<file path="src/rtl/rggen_axi4lite_slice_if.sv">
// AXI4-Lite bundle shared by the slice and the register block.
// master drives requests; slave drives responses.
interface rggen_axi4lite_if #(
  parameter int ADDRESS_WIDTH = 7,
  parameter int BUS_WIDTH     = 32
);
  logic                     awvalid;
  logic                     awready;
  logic [ADDRESS_WIDTH-1:0] awaddr;
  logic [2:0]               awprot;
  logic                     wvalid;
  logic                     wready;
  logic [BUS_WIDTH-1:0]     wdata;
  logic [BUS_WIDTH/8-1:0]   wstrb;
  logic                     bvalid;
  logic                     bready;
  logic [1:0]               bresp;
  logic                     arvalid;
  logic                     arready;
  logic [ADDRESS_WIDTH-1:0] araddr;
  logic [2:0]               arprot;
  logic                     rvalid;
  logic                     rready;
  logic [BUS_WIDTH-1:0]     rdata;
  logic [1:0]               rresp;

  modport master (
    output awvalid,
    input  awready,
    output awaddr,
    output awprot,
    output wvalid,
    input  wready,
    output wdata,
    output wstrb,
    input  bvalid,
    output bready,
    input  bresp,
    output arvalid,
    input  arready,
    output araddr,
    output arprot,
    input  rvalid,
    output rready,
    input  rdata,
    input  rresp
  );

  modport slave (
    input  awvalid,
    output awready,
    input  awaddr,
    input  awprot,
    input  wvalid,
    output wready,
    input  wdata,
    input  wstrb,
    output bvalid,
    input  bready,
    output bresp,
    input  arvalid,
    output arready,
    input  araddr,
    input  arprot,
    output rvalid,
    input  rready,
    output rdata,
    output rresp
  );
endinterface

</file>
<file path="src/rtl/rggen_axi4lite_slice.sv">
// AXI4-Lite register slice: one 2-entry skid buffer per channel,
// breaking every valid/ready/payload path between master and block.
module rggen_axi4lite_slice_stage #(
  parameter int WIDTH  = 1,
  parameter bit ENABLE = 1
)(
  input  logic             i_clk,
  input  logic             i_rst_n,
  input  logic             i_s_valid,
  output logic             o_s_ready,
  input  logic [WIDTH-1:0] i_s_data,
  output logic             o_m_valid,
  input  logic             i_m_ready,
  output logic [WIDTH-1:0] o_m_data,
  output logic             o_idle
);
  if (ENABLE) begin : g_reg
    typedef enum logic [1:0] {
      EMPTY = 2'd0,
      ONE   = 2'd1,
      TWO   = 2'd2
    } state_e;

    state_e           r_state;
    state_e           w_next;
    logic [WIDTH-1:0] r_main;
    logic [WIDTH-1:0] r_skid;
    logic             w_push;
    logic             w_pop;
    logic             w_ld_main;
    logic             w_ld_skid;
    logic             w_from_skid;

    assign o_s_ready = (r_state != TWO);
    assign o_m_valid = (r_state != EMPTY);
    assign o_m_data  = r_main;
    assign o_idle    = (r_state == EMPTY);
    assign w_push    = i_s_valid & o_s_ready;
    assign w_pop     = o_m_valid & i_m_ready;

    always_comb begin
      w_next      = r_state;
      w_ld_main   = 1'b0;
      w_ld_skid   = 1'b0;
      w_from_skid = 1'b0;
      unique case (r_state)
        EMPTY: begin
          if (w_push) begin
            w_next    = ONE;
            w_ld_main = 1'b1;
          end
        end
        ONE: begin
          if (w_push && !w_pop) begin
            w_next    = TWO;
            w_ld_skid = 1'b1;
          end else if (w_push && w_pop) begin
            w_ld_main = 1'b1;
          end else if (w_pop) begin
            w_next = EMPTY;
          end
        end
        TWO: begin
          if (w_pop) begin
            w_next      = ONE;
            w_from_skid = 1'b1;
          end
        end
        default: w_next = EMPTY;
      endcase
    end

    always_ff @(posedge i_clk or negedge i_rst_n) begin
      if (!i_rst_n) begin
        r_state <= EMPTY;
      end else begin
        r_state <= w_next;
      end
    end

    // payload flops only move when a beat actually moves
    always_ff @(posedge i_clk or negedge i_rst_n) begin
      if (!i_rst_n) begin
        r_main <= '0;
        r_skid <= '0;
      end else begin
        if (w_ld_main) begin
          r_main <= i_s_data;
        end else if (w_from_skid) begin
          r_main <= r_skid;
        end
        if (w_ld_skid) begin
          r_skid <= i_s_data;
        end
      end
    end
  end else begin : g_wire
    logic w_unused;
    assign w_unused  = i_clk ^ i_rst_n;
    assign o_m_valid = i_s_valid;
    assign o_s_ready = i_m_ready;
    assign o_m_data  = i_s_data;
    assign o_idle    = 1'b1;
  end
endmodule

module rggen_axi4lite_slice #(
  parameter int ADDRESS_WIDTH  = 7,
  parameter int BUS_WIDTH      = 32,
  parameter bit REQUEST_SLICE  = 1,
  parameter bit RESPONSE_SLICE = 1
)(
  input  logic              i_clk,
  input  logic              i_rst_n,
  rggen_axi4lite_if.slave   slave_if,
  rggen_axi4lite_if.master  master_if,
  output logic              o_idle
);
  localparam int AW_W = ADDRESS_WIDTH + 3;
  localparam int W_W  = BUS_WIDTH + BUS_WIDTH / 8;
  localparam int R_W  = BUS_WIDTH + 2;

  logic [4:0]      w_idle;
  logic [AW_W-1:0] w_aw_m;
  logic [W_W-1:0]  w_w_m;
  logic [AW_W-1:0] w_ar_m;
  logic [R_W-1:0]  w_r_m;

  assign {master_if.awaddr, master_if.awprot} = w_aw_m;
  assign {master_if.wdata, master_if.wstrb}   = w_w_m;
  assign {master_if.araddr, master_if.arprot} = w_ar_m;
  assign {slave_if.rdata, slave_if.rresp}     = w_r_m;
  assign o_idle = &w_idle;

  rggen_axi4lite_slice_stage #(
    .WIDTH  (AW_W),
    .ENABLE (REQUEST_SLICE)
  ) u_aw (
    .i_clk     (i_clk),
    .i_rst_n   (i_rst_n),
    .i_s_valid (slave_if.awvalid),
    .o_s_ready (slave_if.awready),
    .i_s_data  ({slave_if.awaddr, slave_if.awprot}),
    .o_m_valid (master_if.awvalid),
    .i_m_ready (master_if.awready),
    .o_m_data  (w_aw_m),
    .o_idle    (w_idle[0])
  );

  rggen_axi4lite_slice_stage #(
    .WIDTH  (W_W),
    .ENABLE (REQUEST_SLICE)
  ) u_w (
    .i_clk     (i_clk),
    .i_rst_n   (i_rst_n),
    .i_s_valid (slave_if.wvalid),
    .o_s_ready (slave_if.wready),
    .i_s_data  ({slave_if.wdata, slave_if.wstrb}),
    .o_m_valid (master_if.wvalid),
    .i_m_ready (master_if.wready),
    .o_m_data  (w_w_m),
    .o_idle    (w_idle[1])
  );

  rggen_axi4lite_slice_stage #(
    .WIDTH  (AW_W),
    .ENABLE (REQUEST_SLICE)
  ) u_ar (
    .i_clk     (i_clk),
    .i_rst_n   (i_rst_n),
    .i_s_valid (slave_if.arvalid),
    .o_s_ready (slave_if.arready),
    .i_s_data  ({slave_if.araddr, slave_if.arprot}),
    .o_m_valid (master_if.arvalid),
    .i_m_ready (master_if.arready),
    .o_m_data  (w_ar_m),
    .o_idle    (w_idle[2])
  );

  rggen_axi4lite_slice_stage #(
    .WIDTH  (2),
    .ENABLE (RESPONSE_SLICE)
  ) u_b (
    .i_clk     (i_clk),
    .i_rst_n   (i_rst_n),
    .i_s_valid (master_if.bvalid),
    .o_s_ready (master_if.bready),
    .i_s_data  (master_if.bresp),
    .o_m_valid (slave_if.bvalid),
    .i_m_ready (slave_if.bready),
    .o_m_data  (slave_if.bresp),
    .o_idle    (w_idle[3])
  );

  rggen_axi4lite_slice_stage #(
    .WIDTH  (R_W),
    .ENABLE (RESPONSE_SLICE)
  ) u_r (
    .i_clk     (i_clk),
    .i_rst_n   (i_rst_n),
    .i_s_valid (master_if.rvalid),
    .o_s_ready (master_if.rready),
    .i_s_data  ({master_if.rdata, master_if.rresp}),
    .o_m_valid (slave_if.rvalid),
    .i_m_ready (slave_if.rready),
    .o_m_data  (w_r_m),
    .o_idle    (w_idle[4])
  );
endmodule
</file>
<file path="src/flat_wrapper.sv">
// flat-port wrapper written by rule: the top's interface ports become plain ports
module rggen_axi4lite_slice_flat 
#(
  parameter int ADDRESS_WIDTH  = 7,
  parameter int BUS_WIDTH      = 32,
  parameter bit REQUEST_SLICE  = 1,
  parameter bit RESPONSE_SLICE = 1
)
  (i_clk, i_rst_n, o_idle, slave_if_awvalid, slave_if_awready, slave_if_awaddr, slave_if_awprot, slave_if_wvalid, slave_if_wready, slave_if_wdata, slave_if_wstrb, slave_if_bvalid, slave_if_bready, slave_if_bresp, slave_if_arvalid, slave_if_arready, slave_if_araddr, slave_if_arprot, slave_if_rvalid, slave_if_rready, slave_if_rdata, slave_if_rresp, master_if_awvalid, master_if_awready, master_if_awaddr, master_if_awprot, master_if_wvalid, master_if_wready, master_if_wdata, master_if_wstrb, master_if_bvalid, master_if_bready, master_if_bresp, master_if_arvalid, master_if_arready, master_if_araddr, master_if_arprot, master_if_rvalid, master_if_rready, master_if_rdata, master_if_rresp);
  rggen_axi4lite_if #(.ADDRESS_WIDTH(ADDRESS_WIDTH), .BUS_WIDTH(BUS_WIDTH)) slave_if_i ();
  rggen_axi4lite_if #(.ADDRESS_WIDTH(ADDRESS_WIDTH), .BUS_WIDTH(BUS_WIDTH)) master_if_i ();
  input  logic i_clk;
  input  logic i_rst_n;
  output logic o_idle;
  input wire logic [$bits(slave_if_i.awvalid)-1:0] slave_if_awvalid;
  output wire logic [$bits(slave_if_i.awready)-1:0] slave_if_awready;
  input wire logic [$bits(slave_if_i.awaddr)-1:0] slave_if_awaddr;
  input wire logic [$bits(slave_if_i.awprot)-1:0] slave_if_awprot;
  input wire logic [$bits(slave_if_i.wvalid)-1:0] slave_if_wvalid;
  output wire logic [$bits(slave_if_i.wready)-1:0] slave_if_wready;
  input wire logic [$bits(slave_if_i.wdata)-1:0] slave_if_wdata;
  input wire logic [$bits(slave_if_i.wstrb)-1:0] slave_if_wstrb;
  output wire logic [$bits(slave_if_i.bvalid)-1:0] slave_if_bvalid;
  input wire logic [$bits(slave_if_i.bready)-1:0] slave_if_bready;
  output wire logic [$bits(slave_if_i.bresp)-1:0] slave_if_bresp;
  input wire logic [$bits(slave_if_i.arvalid)-1:0] slave_if_arvalid;
  output wire logic [$bits(slave_if_i.arready)-1:0] slave_if_arready;
  input wire logic [$bits(slave_if_i.araddr)-1:0] slave_if_araddr;
  input wire logic [$bits(slave_if_i.arprot)-1:0] slave_if_arprot;
  output wire logic [$bits(slave_if_i.rvalid)-1:0] slave_if_rvalid;
  input wire logic [$bits(slave_if_i.rready)-1:0] slave_if_rready;
  output wire logic [$bits(slave_if_i.rdata)-1:0] slave_if_rdata;
  output wire logic [$bits(slave_if_i.rresp)-1:0] slave_if_rresp;
  output wire logic [$bits(master_if_i.awvalid)-1:0] master_if_awvalid;
  input wire logic [$bits(master_if_i.awready)-1:0] master_if_awready;
  output wire logic [$bits(master_if_i.awaddr)-1:0] master_if_awaddr;
  output wire logic [$bits(master_if_i.awprot)-1:0] master_if_awprot;
  output wire logic [$bits(master_if_i.wvalid)-1:0] master_if_wvalid;
  input wire logic [$bits(master_if_i.wready)-1:0] master_if_wready;
  output wire logic [$bits(master_if_i.wdata)-1:0] master_if_wdata;
  output wire logic [$bits(master_if_i.wstrb)-1:0] master_if_wstrb;
  input wire logic [$bits(master_if_i.bvalid)-1:0] master_if_bvalid;
  output wire logic [$bits(master_if_i.bready)-1:0] master_if_bready;
  input wire logic [$bits(master_if_i.bresp)-1:0] master_if_bresp;
  output wire logic [$bits(master_if_i.arvalid)-1:0] master_if_arvalid;
  input wire logic [$bits(master_if_i.arready)-1:0] master_if_arready;
  output wire logic [$bits(master_if_i.araddr)-1:0] master_if_araddr;
  output wire logic [$bits(master_if_i.arprot)-1:0] master_if_arprot;
  input wire logic [$bits(master_if_i.rvalid)-1:0] master_if_rvalid;
  output wire logic [$bits(master_if_i.rready)-1:0] master_if_rready;
  input wire logic [$bits(master_if_i.rdata)-1:0] master_if_rdata;
  input wire logic [$bits(master_if_i.rresp)-1:0] master_if_rresp;
  assign slave_if_i.awvalid = slave_if_awvalid;
  assign slave_if_awready = slave_if_i.awready;
  assign slave_if_i.awaddr = slave_if_awaddr;
  assign slave_if_i.awprot = slave_if_awprot;
  assign slave_if_i.wvalid = slave_if_wvalid;
  assign slave_if_wready = slave_if_i.wready;
  assign slave_if_i.wdata = slave_if_wdata;
  assign slave_if_i.wstrb = slave_if_wstrb;
  assign slave_if_bvalid = slave_if_i.bvalid;
  assign slave_if_i.bready = slave_if_bready;
  assign slave_if_bresp = slave_if_i.bresp;
  assign slave_if_i.arvalid = slave_if_arvalid;
  assign slave_if_arready = slave_if_i.arready;
  assign slave_if_i.araddr = slave_if_araddr;
  assign slave_if_i.arprot = slave_if_arprot;
  assign slave_if_rvalid = slave_if_i.rvalid;
  assign slave_if_i.rready = slave_if_rready;
  assign slave_if_rdata = slave_if_i.rdata;
  assign slave_if_rresp = slave_if_i.rresp;
  assign master_if_awvalid = master_if_i.awvalid;
  assign master_if_i.awready = master_if_awready;
  assign master_if_awaddr = master_if_i.awaddr;
  assign master_if_awprot = master_if_i.awprot;
  assign master_if_wvalid = master_if_i.wvalid;
  assign master_if_i.wready = master_if_wready;
  assign master_if_wdata = master_if_i.wdata;
  assign master_if_wstrb = master_if_i.wstrb;
  assign master_if_i.bvalid = master_if_bvalid;
  assign master_if_bready = master_if_i.bready;
  assign master_if_i.bresp = master_if_bresp;
  assign master_if_arvalid = master_if_i.arvalid;
  assign master_if_i.arready = master_if_arready;
  assign master_if_araddr = master_if_i.araddr;
  assign master_if_arprot = master_if_i.arprot;
  assign master_if_i.rvalid = master_if_rvalid;
  assign master_if_rready = master_if_i.rready;
  assign master_if_i.rdata = master_if_rdata;
  assign master_if_i.rresp = master_if_rresp;
  rggen_axi4lite_slice #(.ADDRESS_WIDTH(ADDRESS_WIDTH), .BUS_WIDTH(BUS_WIDTH), .REQUEST_SLICE(REQUEST_SLICE), .RESPONSE_SLICE(RESPONSE_SLICE)) u_core (.i_clk(i_clk), .i_rst_n(i_rst_n), .slave_if(slave_if_i), .master_if(master_if_i), .o_idle(o_idle));
endmodule
</file>
<file path="config.mk">
export PLATFORM = sky130hd
export DESIGN_NAME = rggen_axi4lite_slice_flat
export DESIGN_NICKNAME = d
export VERILOG_FILES = /design/src/rtl/rggen_axi4lite_slice_if.sv /design/src/rtl/rggen_axi4lite_slice.sv /design/src/flat_wrapper.sv
export SDC_FILE = /design/constraint.sdc
export NUM_CORES = 1
export LEC_CHECK = 0
export ABC_AREA = 1
export CAP_MARGIN = 10
export CELL_PAD_IN_SITES_DETAIL_PLACEMENT = 0
export CELL_PAD_IN_SITES_GLOBAL_PLACEMENT = 1
export CORE_UTILIZATION = 39
export CTS_CLUSTER_DIAMETER = 100
export CTS_CLUSTER_SIZE = 8
export DETAILED_ROUTE_END_ITERATION = 6
export GPL_ROUTABILITY_DRIVEN = 1
export GPL_TIMING_DRIVEN = 0
export PLACE_DENSITY = 0.8
export SYNTH_ARGS = -nofsm -noshare
export SYNTH_HDL_FRONTEND = slang
export SYNTH_SLANG_ARGS = --single-unit
</file>
<file path="constraint.sdc">
create_clock -name i_clk -period 2.1 [get_ports i_clk]
set_clock_uncertainty 0.05 [all_clocks]
set_input_delay 0.21 -clock i_clk [delete_from_list [all_inputs] [get_ports i_clk]]
set_output_delay 0.21 -clock i_clk [all_outputs]
set_load 0.005 [all_outputs]
</file>
; After elaboration in Yosys (flattened, before gate mapping)
; Cells that the tools add are included.
[totals]
register_bits = 194
latch_bits = 0
ramBits = 0
romBits = 0
out_inout_bits = 103
elab_cells = 176
memories = 0
[op_classes]
n_addsub = 0
mul = 0
n_div = 0
order_cmp = 0
n_eq_ne = 35
n_shift = 0
muxes = 80
bitwise = 10
reduce_logical = 36
[op_table]
columns = op, n
row1 = two-way mux 36 bit, 2
row2 = two-way mux 34 bit, 2
row3 = two-way mux 2 bit, 27
row4 = two-way mux 10 bit, 4
row5 = two-way mux 1 bit, 35
row6 = "!= test 3 bit, second input constant", 10
row7 = case mux 2 bit (3 select lines), 5
row8 = "!= test 2 bit, second input constant", 10
row9 = AND reduction 4 bit, 5
row10 = nonzero test 2 bit, 10
row11 = bitwise AND 1 bit, 10
row12 = "equality test 2 x 1 -> 1 bit, second input constant", 5
row13 = "equality test 2 bit, second input constant", 5
row14 = logical AND 1 bit, 10
row15 = zero test 2 bit, 5
row16 = "!= test 2 x 1 -> 1 bit, second input constant", 5
row17 = case mux 1 bit (2 select lines), 5
row18 = zero test 1 bit, 5
row19 = AND reduction 5 bit, 1

; Depth between registers and ports, before layout
[depth]
word_depth = 7
depth_mapped = 8
ltp_nobuf = 6

; Cells and area by module
; A second synthesis with hierarchy kept.
[hier_totals]
hier_cells = 1150
area_unflattened_um2 = 9282.7
[by_module_without_submodules]
columns = mod, instances, cells_per_inst, area_per_inst_um2, seq_area_each_um2
row1 = rggen_axi4lite_slice_stage (u_core.u_w), 1, 436, 3404.5, 1851.8
row2 = rggen_axi4lite_slice_stage (u_core.u_r), 1, 411, 3281.9, 1751.7
row3 = rggen_axi4lite_slice_stage (u_core.u_ar ...), 2, 130, 1136.1, 550.5
row4 = rggen_axi4lite_slice_stage (u_core.u_b), 1, 40, 311.5, 150.1
row5 = rggen_axi4lite_slice, 1, 3, 12.5, 0.0

; Worst setup path before layout
; OpenSTA, ideal clock, no wires.
[synth_timing]
path_kind = flip-flop to flip-flop
startpoint = register u_core.u_r.g_reg.r_state[1]
endpoint = register u_core.u_r.g_reg.r_skid[10]
arrival_ns = 1.131
slack_ns = 0.793
path_stages_with_launch = 8
period_less_slack_ns = 1.307
cell_sequence = dfrtp_1 nor2_2 buf_4 nand2_2 buf_6 buf_6 nand2_1 o21ai_0
[synth_via]
elab_chain_len = 6
[synth_lines]
columns = item, line
row1 = start: declaration, rggen_axi4lite_slice.sv:24  ; state_e r_state;
row2 = start signal: assignment, rggen_axi4lite_slice.sv:77  ; r_state <= w_next;
row3 = nonzero test 2 bit, rggen_axi4lite_slice.sv:35  ; assign o_m_valid = (r_state != EMPTY);
row4 = bitwise AND 1 bit, rggen_axi4lite_slice.sv:39  ; assign w_pop = o_m_valid & i_m_ready;
row5 = zero test 1 bit, rggen_axi4lite_slice.sv:54  ; if (w_push && !w_pop) begin
row6 = logical AND 1 bit, rggen_axi4lite_slice.sv:54
row7 = two-way mux 1 bit, rggen_axi4lite_slice.sv:54
row8 = two-way mux 1 bit (*), rggen_axi4lite_slice.sv:46  ; unique case (r_state)
row9 = end signal: assignment, rggen_axi4lite_slice.sv:93  ; r_skid <= i_s_data;
row10 = end: declaration, rggen_axi4lite_slice.sv:27  ; logic [WIDTH-1:0] r_skid;
; Every way passes the cells marked *; elsewhere a longest branch is shown, timed or not.
; A chain may end at the register's enable or synchronous reset.

; Final worst setup path
[layout_timing]
startpoint = register u_core.u_b.g_reg.r_state[1]
endpoint = output port o_idle
[layout_via]
elab_chain_len = 2
[layout_lines]
columns = item, line
row1 = start: declaration, rggen_axi4lite_slice.sv:24
row2 = start signal: assignment, rggen_axi4lite_slice.sv:77
row3 = zero test 2 bit, rggen_axi4lite_slice.sv:37  ; assign o_idle = (r_state == EMPTY);
row4 = AND reduction 5 bit, rggen_axi4lite_slice.sv:133  ; assign o_idle = &w_idle;
row5 = end: declaration, flat_wrapper.sv:14  ; output logic o_idle;
; Every way passes these cells.

==> impl_metrics.env <==
export IMPL_outcome="completed"
export IMPL_timing_final_crit_share_pct=94.0
export IMPL_routed_top_layer="met4"
export IMPL_synth_top_area_share_pct=53.5
export IMPL_htree_levels=4
export IMPL_post_synthesis_net_count=1253
export IMPL_setup_violations_final=0
export IMPL_setup_tns_ns=0
export IMPL_mapped_cells=1149
export IMPL_cellPowerDensity_nw_per_um2=997
export IMPL_die_area_sq_um=23900
export IMPL_die_h_microns=155
export IMPL_cts_root_buf="sky130_fd_sc_hd__clkbuf_16"
export IMPL_drt_drc_violations_left=0
export IMPL_leakage_nw=6.12
export IMPL_fin_worst_hold_slack_ns=0.216
export IMPL_syn_avg_cell_area_sq_um=7.90
export IMPL_most_frequent_cells_in_the_layout="sky130_fd_sc_hd__nand2_1, sky130_fd_sc_hd__nand3_1, sky130_fd_sc_hd__clkdlybuf4s50_1"
export IMPL_netlist_area_sq_um=9080
export IMPL_worst_path_max_delay_cell="sky130_fd_sc_hd__clkdlybuf4s50_1"
export IMPL_power_share_sequential_pct=45.1
export IMPL_clk_transition_reported_paths_ns=0.08
export IMPL_endpoint_kind="output port"
export IMPL_cts_num_sinks=194
export IMPL_finalHoldViolations=0
export IMPL_clk_latency_ns=0.43
export IMPL_core_region_area_sq_um=22700
export IMPL_worst_setup_path_start_kind="register"
export IMPL_layout_cells_most_common="sky130_fd_sc_hd__nand2_1"
export IMPL_vias=8092
export IMPL_first_global_vias=8077
export IMPL_post_synth_num_cell_types=25
export IMPL_timing_critical_path_arrival_ns=1.71
export IMPL_drt_pre_antenna_iters=5
export IMPL_ant_nets=0
export IMPL_grt_first_pass_wirelength_mm=41.2
export IMPL_detail_route_wirelength_met1_mm=11.5
export IMPL_cp_buffers_inverters=1
export IMPL_critical_path_peak_fanout=5
export IMPL_synth_top_cell_by_area="sky130_fd_sc_hd__dfrtp_1"
export IMPL_clkPwrFrac_pct=26.2
export IMPL_slew_violations=0
export IMPL_routed_length_on_met2_mm=11.3
export IMPL_count_of_state_elements_after_synthesis=194
export IMPL_num_rows=55
export IMPL_timing_critical_path_cells="nor2_2, nand4_1, nor2_1, clkdlybuf4s50_1"
export IMPL_post_layout_nonfiller_instances=1678
export IMPL_route_detailed_wl_per_inst_microns=14.5
export IMPL_ys_warn_count=0
export IMPL_seq_area_frac_synth_pct=53.5
export IMPL_drive_gt1_share_pct=7.04
export IMPL_r2r_slack_ns=0.42
export IMPL_drt_vias_per_instance=4.82
export IMPL_critical_path_top_delay_family="buffers and inverters"
export IMPL_tritoncts_num_buffers=17
export IMPL_p_int_mw=8.31
export IMPL_worst_slew_pin_slew_ns=0.542
export IMPL_post_place_cells=1642
export IMPL_critPathRequiredTime_ns=1.84
export IMPL_io_pins=207
export IMPL_globalRouteTotalUtil_pct=21.6
export IMPL_worst_setup_path_type="reg -> out"
export IMPL_layout_core_utilization_pct=53.7
export IMPL_fin_nets=1483
export IMPL_switching_share_pct=31.6
export IMPL_io_buffer_count=206
export IMPL_die_width_microns=155
export IMPL_grt_max_degree=78
export IMPL_antenna_found_initial=2
export IMPL_ir_drop_uv=471
export IMPL_comb_power_share_pct=28.7
export IMPL_p_sw_mw=3.84
export IMPL_start_util_pct=40.0
export IMPL_post_synth_main_area_contributors="sky130_fd_sc_hd__dfrtp_1, sky130_fd_sc_hd__nand3_1, sky130_fd_sc_hd__nand2_1"
export IMPL_unrepaired_setup_endpoints_after_global_routing="false"
export IMPL_timing_max_cap_violations=0
export IMPL_grt_ovfl_total=0
export IMPL_clock_path_buffers=2
export IMPL_hpwl_dp_mm=17.3
export IMPL_totalWireLength_mm=24.4
export IMPL_relSlewSlack_pct=63.9
export IMPL_cts_tree="yes"
export IMPL_synthToLayoutAreaGrowth_pct=34.2
export IMPL_clock_fmax_mhz=506
export IMPL_place_gp_congestion=0.780
export IMPL_worst_path_largest_cell_delay_ns=0.50
export IMPL_hold_path_class="in -> async"
export IMPL_finalCriticalPeriod_ns=1.97
export IMPL_drt_iter0_markers=485
export IMPL_met3RoutedLength_mm=1.27
## flip-flops by register name, indices dropped and copies added (netlist names)
name / cells
u_core.u_w.g_reg.r_state: 2
u_core.u_aw.g_reg.r_state: 2
u_core.u_b.g_reg.r_skid: 2
u_core.u_r.o_m_data: 34
u_core.u_ar.o_m_data: 10
u_core.u_ar.g_reg.r_skid: 10
u_core.u_b.o_m_data: 2
u_core.u_aw.g_reg.r_skid: 10
u_core.u_w.o_m_data: 36
u_core.u_b.g_reg.r_state: 2
u_core.u_w.g_reg.r_skid: 36
u_core.u_aw.o_m_data: 10
u_core.u_r.g_reg.r_state: 2
u_core.u_r.g_reg.r_skid: 34
u_core.u_ar.g_reg.r_state: 2
## metal layers
layer,GRT usage [%],vias up
li1,-,4088
met1,29.5,3789
met2,34.2,199
met3,5.49,16
met4,5.85,0
met5,0,-
## power by group through the flow
| stage | Combinational, mW | Clock [mW] | Sequential, mW |
|---|---|---|---|
| after floorplan | 1.67 | 0 | 5.46 |
| after global placement | 3.44 | 0 | 5.52 |
| after detailed placement | 3.51 | 0 | 5.53 |
| after CTS | 3.53 | 3.27 | 5.48 |
| after global routing | 3.97 | 3.44 | 5.63 |
| final | 3.49 | 3.18 | 5.48 |
## area by class of cell
cell class / count / area, sq um
flip-flops and latches: 194 / 4860
plain buffers: 70 / 368
inverters: 185 / 694
clock buffers: 20 / 457
diodes: 1 / 2.50
fillers: 2188 / 10500
repair buffers: 211 / 2150
multi-input cells: 700 / 3180
well taps: 285 / 357
clock inverters: 12 / 120
## per-stage QoR
stage	total power, mW	area (sq um)	setup slack [ns]
after floorplan	7.13	9080	0.793
after global placement	8.96	11500	-7.76
after detailed placement	9.04	11600	0.159
after CTS	12.3	12200	0.00499
after global routing	13.0	12200	0.0112
final	12.2	12200	0.125
## kinds of logic after synthesis
group / share of synthesized area, %
simple gates: 26.4
buf+inv: 11.7
compound gates: 8.45
flops: 53.5
## path summary, 6_finish.rpt
| check | from | to | cells past startpoint |
|---|---|---|---|
| min in group i_clk | master_if_rdata[18] | u_core.u_r.g_reg.r_skid[20] | 3 |
| setup / recovery | u_core.u_b.g_reg.r_state[1] | o_idle | 4 |
| hold / removal | i_rst_n | u_core.u_w.o_m_data[11] | 2 |
| max in group asynchronous | i_rst_n | u_core.u_r.o_m_data[4] | 4 |
| hold reg to reg | u_core.u_r.g_reg.r_skid[0] | u_core.u_r.g_reg.r_skid[0] | 2 |
| setup reg to reg | u_core.u_r.g_reg.r_state[0] | u_core.u_r.o_m_data[14] | 6 |
## Yosys cell counts
master                     instances
sky130_fd_sc_hd__nand2_1         298
sky130_fd_sc_hd__nand3_1         225
sky130_fd_sc_hd__dfrtp_1         194
sky130_fd_sc_hd__inv_1           183
sky130_fd_sc_hd__o21ai_0         136
sky130_fd_sc_hd__clkbuf_1         27
sky130_fd_sc_hd__buf_2            25
sky130_fd_sc_hd__nor2_1           12
sky130_fd_sc_hd__o21ai_1          12
sky130_fd_sc_hd__buf_4            11
sky130_fd_sc_hd__nand2_2           5
sky130_fd_sc_hd__buf_6             4
sky130_fd_sc_hd__o21ai_2           3
sky130_fd_sc_hd__clkbuf_2          2
sky130_fd_sc_hd__nand4_1           2
sky130_fd_sc_hd__and2_1            1
sky130_fd_sc_hd__buf_1             1
sky130_fd_sc_hd__clkinv_1          1
sky130_fd_sc_hd__inv_2             1
sky130_fd_sc_hd__nand2_4           1
sky130_fd_sc_hd__nand3_4           1
sky130_fd_sc_hd__nor2_2            1
sky130_fd_sc_hd__nor2_4            1
sky130_fd_sc_hd__nor3_1            1
sky130_fd_sc_hd__or2_2             1
## repair_timing
action | CTS | global route
endpoints found under the setup margin | 1 | 1
setup buffers | 0 | 2
resized for setup | 4 | 4
cloned | 0 | 0
endpoints found under the hold margin | 51 | 0
hold buffers | 1 | 0
No activity file was read; power rests on OpenSTA's default activity.
